===== src/rtl/mips_pkg.sv =====
// Shared encodings for the multicycle MIPS control path: states, opcodes,
// functs, ALU op codes, mux selects and exception cause codes.
// Pure declarations; no logic, no latency, no flow control.
package mips_pkg;

    typedef enum logic [3:0] {
        S_FETCH  = 4'd0,
        S_DECODE = 4'd1,
        S_MEMADR = 4'd2,
        S_MEMRD  = 4'd3,
        S_MEMWB  = 4'd4,
        S_MEMWR  = 4'd5,
        S_EXEC   = 4'd6,
        S_ALUWB  = 4'd7,
        S_BRANCH = 4'd8,
        S_ADDIEX = 4'd9,
        S_ADDIWB = 4'd10,
        S_JUMP   = 4'd11,
        S_EXC    = 4'd12
    } state_e;

    localparam logic [5:0] OP_RTYPE = 6'b000000;
    localparam logic [5:0] OP_LW    = 6'b100011;
    localparam logic [5:0] OP_SW    = 6'b101011;
    localparam logic [5:0] OP_BEQ   = 6'b000100;
    localparam logic [5:0] OP_ADDI  = 6'b001000;
    localparam logic [5:0] OP_J     = 6'b000010;

    localparam logic [5:0] FN_ADD = 6'b100000;
    localparam logic [5:0] FN_SUB = 6'b100010;
    localparam logic [5:0] FN_AND = 6'b100100;
    localparam logic [5:0] FN_OR  = 6'b100101;
    localparam logic [5:0] FN_SLT = 6'b101010;

    localparam logic [2:0] ALU_ADD = 3'b000;
    localparam logic [2:0] ALU_SUB = 3'b001;
    localparam logic [2:0] ALU_AND = 3'b010;
    localparam logic [2:0] ALU_OR  = 3'b011;
    localparam logic [2:0] ALU_SLT = 3'b100;

    localparam logic [1:0] PCSRC_ALU    = 2'b00;
    localparam logic [1:0] PCSRC_ALUOUT = 2'b01;
    localparam logic [1:0] PCSRC_JUMP   = 2'b10;
    localparam logic [1:0] PCSRC_EXC    = 2'b11;

    localparam logic [1:0] SRCB_B      = 2'b00;
    localparam logic [1:0] SRCB_FOUR   = 2'b01;
    localparam logic [1:0] SRCB_IMM    = 2'b10;
    localparam logic [1:0] SRCB_IMMSH2 = 2'b11;

    localparam logic [1:0] CAUSE_NONE = 2'b00;
    localparam logic [1:0] CAUSE_OVF  = 2'b01;
    localparam logic [1:0] CAUSE_RSVD = 2'b10;

endpackage


===== src/rtl/alu_decoder.sv =====
// R-type funct decoder: ALU op code, reserved-funct flag, overflow-trap enable.
// Latency: purely combinational.
// Backpressure: none.
// Ports: funct (in, 6) -> alu_control (out, 3), illegal (out, 1), ovf_check (out, 1).
module alu_decoder
    import mips_pkg::*;
(
    input  logic [5:0] funct,
    output logic [2:0] alu_control,
    output logic       illegal,
    output logic       ovf_check
);

    always_comb begin
        alu_control = ALU_ADD;
        illegal     = 1'b0;
        ovf_check   = 1'b0;
        case (funct)
            FN_ADD: begin alu_control = ALU_ADD; ovf_check = 1'b1; end
            FN_SUB: begin alu_control = ALU_SUB; ovf_check = 1'b1; end
            FN_AND: alu_control = ALU_AND;
            FN_OR:  alu_control = ALU_OR;
            FN_SLT: alu_control = ALU_SLT;
            default: illegal = 1'b1;
        endcase
    end

endmodule


===== src/rtl/multicycle_controller.sv =====
// Main control FSM of the multicycle MIPS core (fetch/decode/execute/mem/writeback, traps).
// Latency: outputs combinational from state+inputs; lw 5, sw/R/addi 4, beq/j 3 cycles.
// Backpressure: mem_ready low holds FETCH/MEMRD/MEMWR with strobes stable (MEM_WAIT_EN=1).
// Ports: clk, rst_n; opcode/funct from IR, zero/overflow from ALU, mem_ready; datapath
//        enables/selects, alu_control, exception pulse + held exc_cause, debug state.
module multicycle_controller
    import mips_pkg::*;
#(
    parameter bit MEM_WAIT_EN = 1'b1
) (
    input  logic       clk,
    input  logic       rst_n,
    input  logic [5:0] opcode,
    input  logic [5:0] funct,
    input  logic       zero_flag,
    input  logic       overflow_flag,
    input  logic       mem_ready,
    output logic       pc_write,
    output logic       i_or_d,
    output logic       mem_read,
    output logic       mem_write,
    output logic       ir_write,
    output logic       reg_dst,
    output logic       mem_to_reg,
    output logic       reg_write,
    output logic       alu_src_a,
    output logic [1:0] alu_src_b,
    output logic [2:0] alu_control,
    output logic [1:0] pc_src,
    output logic       exception,
    output logic [1:0] exc_cause,
    output logic [3:0] state
);

    state_e     state_q, state_d;
    logic [1:0] cause_q, cause_d;

    logic [2:0] dec_alu_control;
    logic       dec_illegal;
    logic       dec_ovf_check;
    logic       rdy;

    // With single-cycle memory every access completes immediately.
    assign rdy = MEM_WAIT_EN ? mem_ready : 1'b1;

    alu_decoder u_alu_decoder (
        .funct       (funct),
        .alu_control (dec_alu_control),
        .illegal     (dec_illegal),
        .ovf_check   (dec_ovf_check)
    );

    always_ff @(posedge clk or negedge rst_n) begin
        if (!rst_n) begin
            state_q <= S_FETCH;
            cause_q <= CAUSE_NONE;
        end else begin
            state_q <= state_d;
            cause_q <= cause_d;
        end
    end

    // Raw decode; forced to zero below while reset is asserted.
    logic       pc_write_c, i_or_d_c, mem_read_c, mem_write_c, ir_write_c;
    logic       reg_dst_c, mem_to_reg_c, reg_write_c, alu_src_a_c, exception_c;
    logic [1:0] alu_src_b_c, pc_src_c;
    logic [2:0] alu_control_c;

    always_comb begin
        state_d       = state_q;
        cause_d       = cause_q;
        pc_write_c    = 1'b0;
        i_or_d_c      = 1'b0;
        mem_read_c    = 1'b0;
        mem_write_c   = 1'b0;
        ir_write_c    = 1'b0;
        reg_dst_c     = 1'b0;
        mem_to_reg_c  = 1'b0;
        reg_write_c   = 1'b0;
        alu_src_a_c   = 1'b0;
        exception_c   = 1'b0;
        alu_src_b_c   = SRCB_B;
        pc_src_c      = PCSRC_ALU;
        alu_control_c = ALU_ADD;

        case (state_q)
            S_FETCH: begin
                mem_read_c  = 1'b1;
                alu_src_b_c = SRCB_FOUR;
                ir_write_c  = rdy;
                pc_write_c  = rdy;
                if (rdy) state_d = S_DECODE;
            end
            S_DECODE: begin
                // Branch target computed speculatively into ALUOut.
                alu_src_b_c = SRCB_IMMSH2;
                case (opcode)
                    OP_LW, OP_SW: state_d = S_MEMADR;
                    OP_RTYPE: begin
                        if (dec_illegal) begin
                            state_d = S_EXC;
                            cause_d = CAUSE_RSVD;
                        end else begin
                            state_d = S_EXEC;
                        end
                    end
                    OP_BEQ:  state_d = S_BRANCH;
                    OP_ADDI: state_d = S_ADDIEX;
                    OP_J:    state_d = S_JUMP;
                    default: begin
                        state_d = S_EXC;
                        cause_d = CAUSE_RSVD;
                    end
                endcase
            end
            S_MEMADR: begin
                alu_src_a_c = 1'b1;
                alu_src_b_c = SRCB_IMM;
                if (opcode == OP_SW) state_d = S_MEMWR;
                else                 state_d = S_MEMRD;
            end
            S_MEMRD: begin
                mem_read_c = 1'b1;
                i_or_d_c   = 1'b1;
                if (rdy) state_d = S_MEMWB;
            end
            S_MEMWB: begin
                reg_write_c  = 1'b1;
                mem_to_reg_c = 1'b1;
                state_d      = S_FETCH;
            end
            S_MEMWR: begin
                mem_write_c = 1'b1;
                i_or_d_c    = 1'b1;
                if (rdy) state_d = S_FETCH;
            end
            S_EXEC: begin
                alu_src_a_c   = 1'b1;
                alu_control_c = dec_alu_control;
                // Overflow only matters for signed add/sub.
                if (overflow_flag && dec_ovf_check) begin
                    state_d = S_EXC;
                    cause_d = CAUSE_OVF;
                end else begin
                    state_d = S_ALUWB;
                end
            end
            S_ALUWB: begin
                reg_write_c = 1'b1;
                reg_dst_c   = 1'b1;
                state_d     = S_FETCH;
            end
            S_BRANCH: begin
                alu_src_a_c   = 1'b1;
                alu_control_c = ALU_SUB;
                pc_src_c      = PCSRC_ALUOUT;
                pc_write_c    = zero_flag;
                state_d       = S_FETCH;
            end
            S_ADDIEX: begin
                alu_src_a_c = 1'b1;
                alu_src_b_c = SRCB_IMM;
                if (overflow_flag) begin
                    state_d = S_EXC;
                    cause_d = CAUSE_OVF;
                end else begin
                    state_d = S_ADDIWB;
                end
            end
            S_ADDIWB: begin
                reg_write_c = 1'b1;
                state_d     = S_FETCH;
            end
            S_JUMP: begin
                pc_write_c = 1'b1;
                pc_src_c   = PCSRC_JUMP;
                state_d    = S_FETCH;
            end
            S_EXC: begin
                exception_c = 1'b1;
                pc_write_c  = 1'b1;
                pc_src_c    = PCSRC_EXC;
                state_d     = S_FETCH;
            end
            // Unused encodings recover to FETCH with all outputs idle.
            default: state_d = S_FETCH;
        endcase
    end

    always_comb begin
        pc_write    = rst_n & pc_write_c;
        i_or_d      = rst_n & i_or_d_c;
        mem_read    = rst_n & mem_read_c;
        mem_write   = rst_n & mem_write_c;
        ir_write    = rst_n & ir_write_c;
        reg_dst     = rst_n & reg_dst_c;
        mem_to_reg  = rst_n & mem_to_reg_c;
        reg_write   = rst_n & reg_write_c;
        alu_src_a   = rst_n & alu_src_a_c;
        exception   = rst_n & exception_c;
        alu_src_b   = rst_n ? alu_src_b_c   : 2'b00;
        pc_src      = rst_n ? pc_src_c      : 2'b00;
        alu_control = rst_n ? alu_control_c : 3'b000;
        exc_cause   = rst_n ? cause_q       : 2'b00;
        state       = state_q;
    end

endmodule

===== config.mk =====
export PLATFORM = sky130hd
export DESIGN_NAME = multicycle_controller
export DESIGN_NICKNAME = d
export VERILOG_FILES = /design/src/rtl/mips_pkg.sv /design/src/rtl/alu_decoder.sv /design/src/rtl/multicycle_controller.sv
export SDC_FILE = /design/constraint.sdc
export NUM_CORES = 1
export LEC_CHECK = 0
export ABC_AREA = 1
export BUFFER_PORTS_ARGS = -buffer_cell sky130_fd_sc_hd__clkbuf_2
export CORE_MARGIN = 2
export CORE_UTILIZATION = 48
export DETAILED_ROUTE_END_ITERATION = 8
export PLACE_DENSITY_LB_ADDON = 0.2
export SLEW_MARGIN = 20
export SYNTH_ARGS = -nofsm -noshare
export SYNTH_HDL_FRONTEND = slang
export SYNTH_SLANG_ARGS = --single-unit

===== constraint.sdc =====
create_clock -name clk -period 2.13 [get_ports clk]
set_input_delay 0 -clock clk [delete_from_list [all_inputs] [get_ports clk]]
set_output_delay 0 -clock clk [all_outputs]
set_load 0.01 [all_outputs]

# Word-level counts from Yosys, hierarchy flattened
# Index checks and enable logic that the tools add are counted.
# Widths: inputs -> output; s select.
[word_totals] regBits=6 output_inout_bits=23
[op_classes] eq_ne=29 mux=33 bitwise=10 reduce_logical=16
[ops] op="$eq 6x6->1 const B" count=7
[ops] op="$pmux 4 s7" count=1
[ops] op="$eq 4x4->1 const B" count=5
[ops] op="$mux 4" count=5
[ops] op="$pmux 4 s5" count=1
[ops] op="$pmux 2 s3" count=3
[ops] op="$eq 4x3->1 const B" count=4
[ops] op="$mux 2" count=6
[ops] op="$ne 2x2->1 const B" count=6
[ops] op="$pmux 3 s4" count=1
[ops] op="$reduce_or 2->1" count=6
[ops] op="$and 1x1->1" count=10
[ops] op="$mux 1" count=10
[ops] op="$reduce_or 5->1" count=2
[ops] op="$mux 3" count=3
[ops] op="$eq 4x2->1 const B" count=2
[ops] op="$eq 6x2->1 const B" count=1
[ops] op="$eq 6x3->1 const B" count=1
[ops] op="$eq 6x4->1 const B" count=1
[ops] op="$logic_not 6->1" count=1
[ops] op="$pmux 3 s2" count=1
[ops] op="$reduce_and 5->1" count=1
[ops] op="$eq 4x1->1 const B" count=1
[ops] op="$logic_not 4->1" count=1
[ops] op="8 further kinds" count=8

# Depth between registers and ports, before layout
[logic_depth] word_depth=6 mapped_depth=11

# Modules after synthesis
# From an unflattened synthesis, not the netlist that was laid out.
[hier_totals] cells_unflattened=164 hier_area_um2=934.6
[modules_own_cells] mod="multicycle_controller" instances=1 cells_each=141 area_per_inst_um2=828.3 seq_area_each_um2=150.1
[modules_own_cells] mod="alu_decoder" instances=1 cells_each=23 area_per_inst_um2=106.4 seq_area_each_um2=0.0

# Worst setup path before layout
# No wires, ideal clock.
[synth_timing] kind="register to output" start="reg state_q[0], in the netlist state[0]" end="out alu_control[0]" arrival_ns=1.413 path_slack_ns=0.717 stages_incl_launch_ff=8 n_path_buf=0 path_cell_list="dfrtp_1 > nor2_1 > inv_1 > nor3_1 > nand2_1 > o21ai_0 > a21oi_1 > inv_1"
[synth_between] elab_chain_len=3 elab_cells_between_ends=4 classes_between="eq/ne (2); mux (2)"
[synth_lines] element="from (decl)" line="multicycle_controller.sv:35" text="state_e state_q, state_d;"
[synth_lines] element="from (signal assigned)" line="multicycle_controller.sv:58" text="state_q <= state_d;"
[synth_lines] element="$eq 4x4->1 / $eq 4x3->1 (equally long branches)" line="multicycle_controller.sv:86" text="case (state_q)"
[synth_lines] element="$pmux 3 s2 (*)" line="multicycle_controller.sv:86"
[synth_lines] element="$mux 3 (*)" line="multicycle_controller.sv:203" text="alu_control = rst_n ? alu_control_c : 3'b000;"
[synth_lines] element="to (decl)" line="multicycle_controller.sv:28" text="output logic [2:0] alu_control,"
# Every way passes the cells marked *; elsewhere a longest branch is shown, timed or not.

# Worst setup path after layout
[layout_timing] start="reg state_q[1], in the netlist state[1]" end="out alu_control[0]"
# The elaborated chain is that of the path after synthesis.

==> results.cfg <==
[outcome]
status = finished clean

[sta]
max_freq_mhz = 586.2
setup_violations = 0
clock_skew_ps = 8.909
max_slew.worst_pin.slew_ps = 302.7
hold_viol_final = 0
setup_slack_ps = 424.0
rsz0062_at_grt = false
post-route-min-period_ps = 1706
timing.final.crit_share_pct = 80.09
final_max_slew_viol_count = 0
tns_ps = 0
slew_headroom_pct = 79.74

[die]
die_w_um = 44.36
initial_core_util_pct = 51.31
die_h_um = 44.36
coreArea_mm2 = 0.001524
io_pins = 40
row_count = 14
design.die.area_mm2 = 0.001968

[cts]
clk_pin_slew_worst_paths_ps = 50
cts_max_level = 1
cts_buffers = 3
clockRootBuffer = clkbuf_4
cts_tree = yes
postCtsSetupBuffers = 0
cts_sinks = 6
cts.repair.resized = 0
clkLatencyLatePin_ps = 250
clockBufferDepth = 2

[worst_setup_path]
cp_max_fo = 7
worstPathArrival_ps = 1710
cp-start-kind = flop
crit_type = flop to output port
crit_top_cell = inv_1
critical_path.max_stage_delay_ps = 450
worstPathCellList = nor2_1 -> inv_1 -> nor3_1 -> nand2_1 -> o21ai_0 -> a21oi_1 -> inv_1 -> clkbuf_2
cpLargestDelayFamily = simple AND/OR/NAND/NOR gates
slowest_stage = dfrtp_1
path_buf_inv = 3
crit_required_ps = 2130
endpoint_kind = output port

[global_route]
gr-usage-met1_pct = 29.29
gr-usage-met3_pct = 6.122
grt_usage_pct = 23.79
gr-total-overflow = 0
grt_pass1_wl_mm = 3.532
grt_pass1_vias = 875
busiest_layer = met2
gr-usage-met2_pct = 41.47
grt_antenna_before_repair = 0
grt_max_degree = 14

[placement]
place_area_um2 = 997.2
io_buffers = 39
place.gp.congestion = 0.9121
post-place-ws_ps = 661.5
post-dp-hpwl_mm = 1.718

[detailed_routing]
finalWirelength_mm = 2.071
drtAntennaViolNets = 0
vias = 1094
drtPass1Iterations = 4
wl_per_cell_um = 9.815
drtIter0Drc = 37
drc = 0
viasPerCell = 5.185

[synthesis]
netlist.area_leader.share_pct = 19.20
ys_seq_area_share_pct = 19.20
yosys_warnings = 0
synthCells = 152
synth_area_leaders = dfrtp_1 19%, nand2_1 19%, nor2_1 15%
synth_nets = 169
synth_seq_cells = 6
syn-mean-instance-area_um2 = 5.145
netlist_area_um2 = 782.0
synth_cell_types = 16
yosys.area.top_type = dfrtp_1

[finish]
design_area_mm2 = 0.001030
n_fill_cell = 139
layout.nets = 214
drive_gt1_share_pct = 25.64
syn_to_final_growth_pct = 31.68
antenna_cells = 0

[power_and_ir_drop]
leakagePower_nw = 0.6575
vdd_drop_max_mv = 0.7196
pwr_density_cell_mw_per_mm2 = 891.1
power_w = 0.0009176

[run]
maxCapViolCount = 0

[min_path]
hp-class = input port to flop
Yosys cell counts:
cell type  instances
a21oi_1            5
a31oi_1            2
and3_1             1
dfrtp_1            6
inv_1             26
inv_2              3
nand2_1           40
nand3_1           21
nor2_1            31
nor2_2             3
nor2_4             2
nor3_1             4
o211ai_1           1
o21ai_0            5
o31ai_1            1
or2_0              1
logic make-up (layout without fill, tap and decap cells):
| family | after synthesis | after routing | share of synthesized area, % |
|---|---|---|---|
| buffers and inverters | 29 | 72 | 13.92 |
| flip-flops | 6 | 6 | 19.20 |
| AO/OA/AOI/OAI | 14 | 14 | 9.919 |
| AND/OR/NAND/NOR | 103 | 103 | 56.96 |
area by class of cell:
| type | instances | area, µm² | area share, % |
|---|---|---|---|
| clock buffers | 3 | 22.52 | 2.187 |
| inverters | 29 | 108.9 | 10.57 |
| multi-input cells | 117 | 523.0 | 50.79 |
| flip-flops and latches | 6 | 150.1 | 14.58 |
| well taps | 16 | 20.02 | 1.944 |
| repair buffers | 40 | 205.2 | 19.93 |
final timing paths:
check	slack, ps	start	cells past startpoint	endpoint
worst max-delay path	420	state[1]	8	alu_control[0]
worst min-delay path	20	overflow_flag	3	state[3]
worst max register to register	620	state[3]	10	cause_q[1]
worst min register to register	470	cause_q[0]	2	cause_q[0]
max in group asynchronous	1730	rst_n	2	cause_q[0]
min in group asynchronous	160	rst_n	2	state[2]
power breakdown:
group / internal [W] / switching [W]
combinational: 0.000210 / 0.000383
clock: 0.0000641 / 0.0000470
sequential: 0.000162 / 0.0000513
metal layers:
metal	wire length [µm]	vias to the layer above
met4	11	0
met1	908	480
met3	149	2
met5	0	-
li1	-	566
met2	1001	46
repair_timing:
action,4_1_cts,5_1_grt
hold buffers,1,0
endpoints found under the hold margin,6,0
endpoints found under the setup margin,0,0
state kept, by name (all words and copies together), names as in the netlist:
register / flops
cause_q: 2
state: 4
cell usage in the layout (no fill, tap or decap):
cell type / count
nor2_4: 2
nor2_1: 31
o211ai_1: 1
o31ai_1: 1
nor3_1: 4
and3_1: 1
nand3_1: 21
nand2_1: 40
o21ai_0: 5
dfrtp_1: 6
a21oi_1: 5
clkbuf_2: 39
clkbuf_4: 3
a31oi_1: 2
nor2_2: 3
inv_2: 3
dlygate4sd3_1: 1
or2_0: 1
inv_1: 26
stage by stage:
| stage | util, % | instances | hold slack, ps |
|---|---|---|---|
| after global placement | 65.44 | 207 | -112.8 |
| after global routing | 67.57 | 211 | 34.44 |
| after detailed placement | 65.44 | 207 | -110.8 |
| after CTS | 67.57 | 211 | 17.64 |
| final | 67.57 | 211 | 16.79 |
| after floorplan | - | 152 | -295.6 |
worst reg2reg max path, cell delays in order (launching register included):
cell     delay (ps)
dfrtp_1         420
inv_1           110
nand2_1         130
nor2_4          190
inv_2            50
nand2_1         100
nor2_1           60
nor2_2          150
nand2_1          80
nand2_1          60
nand2_1          40
Note: power is estimated with default switching activity, not from simulation.
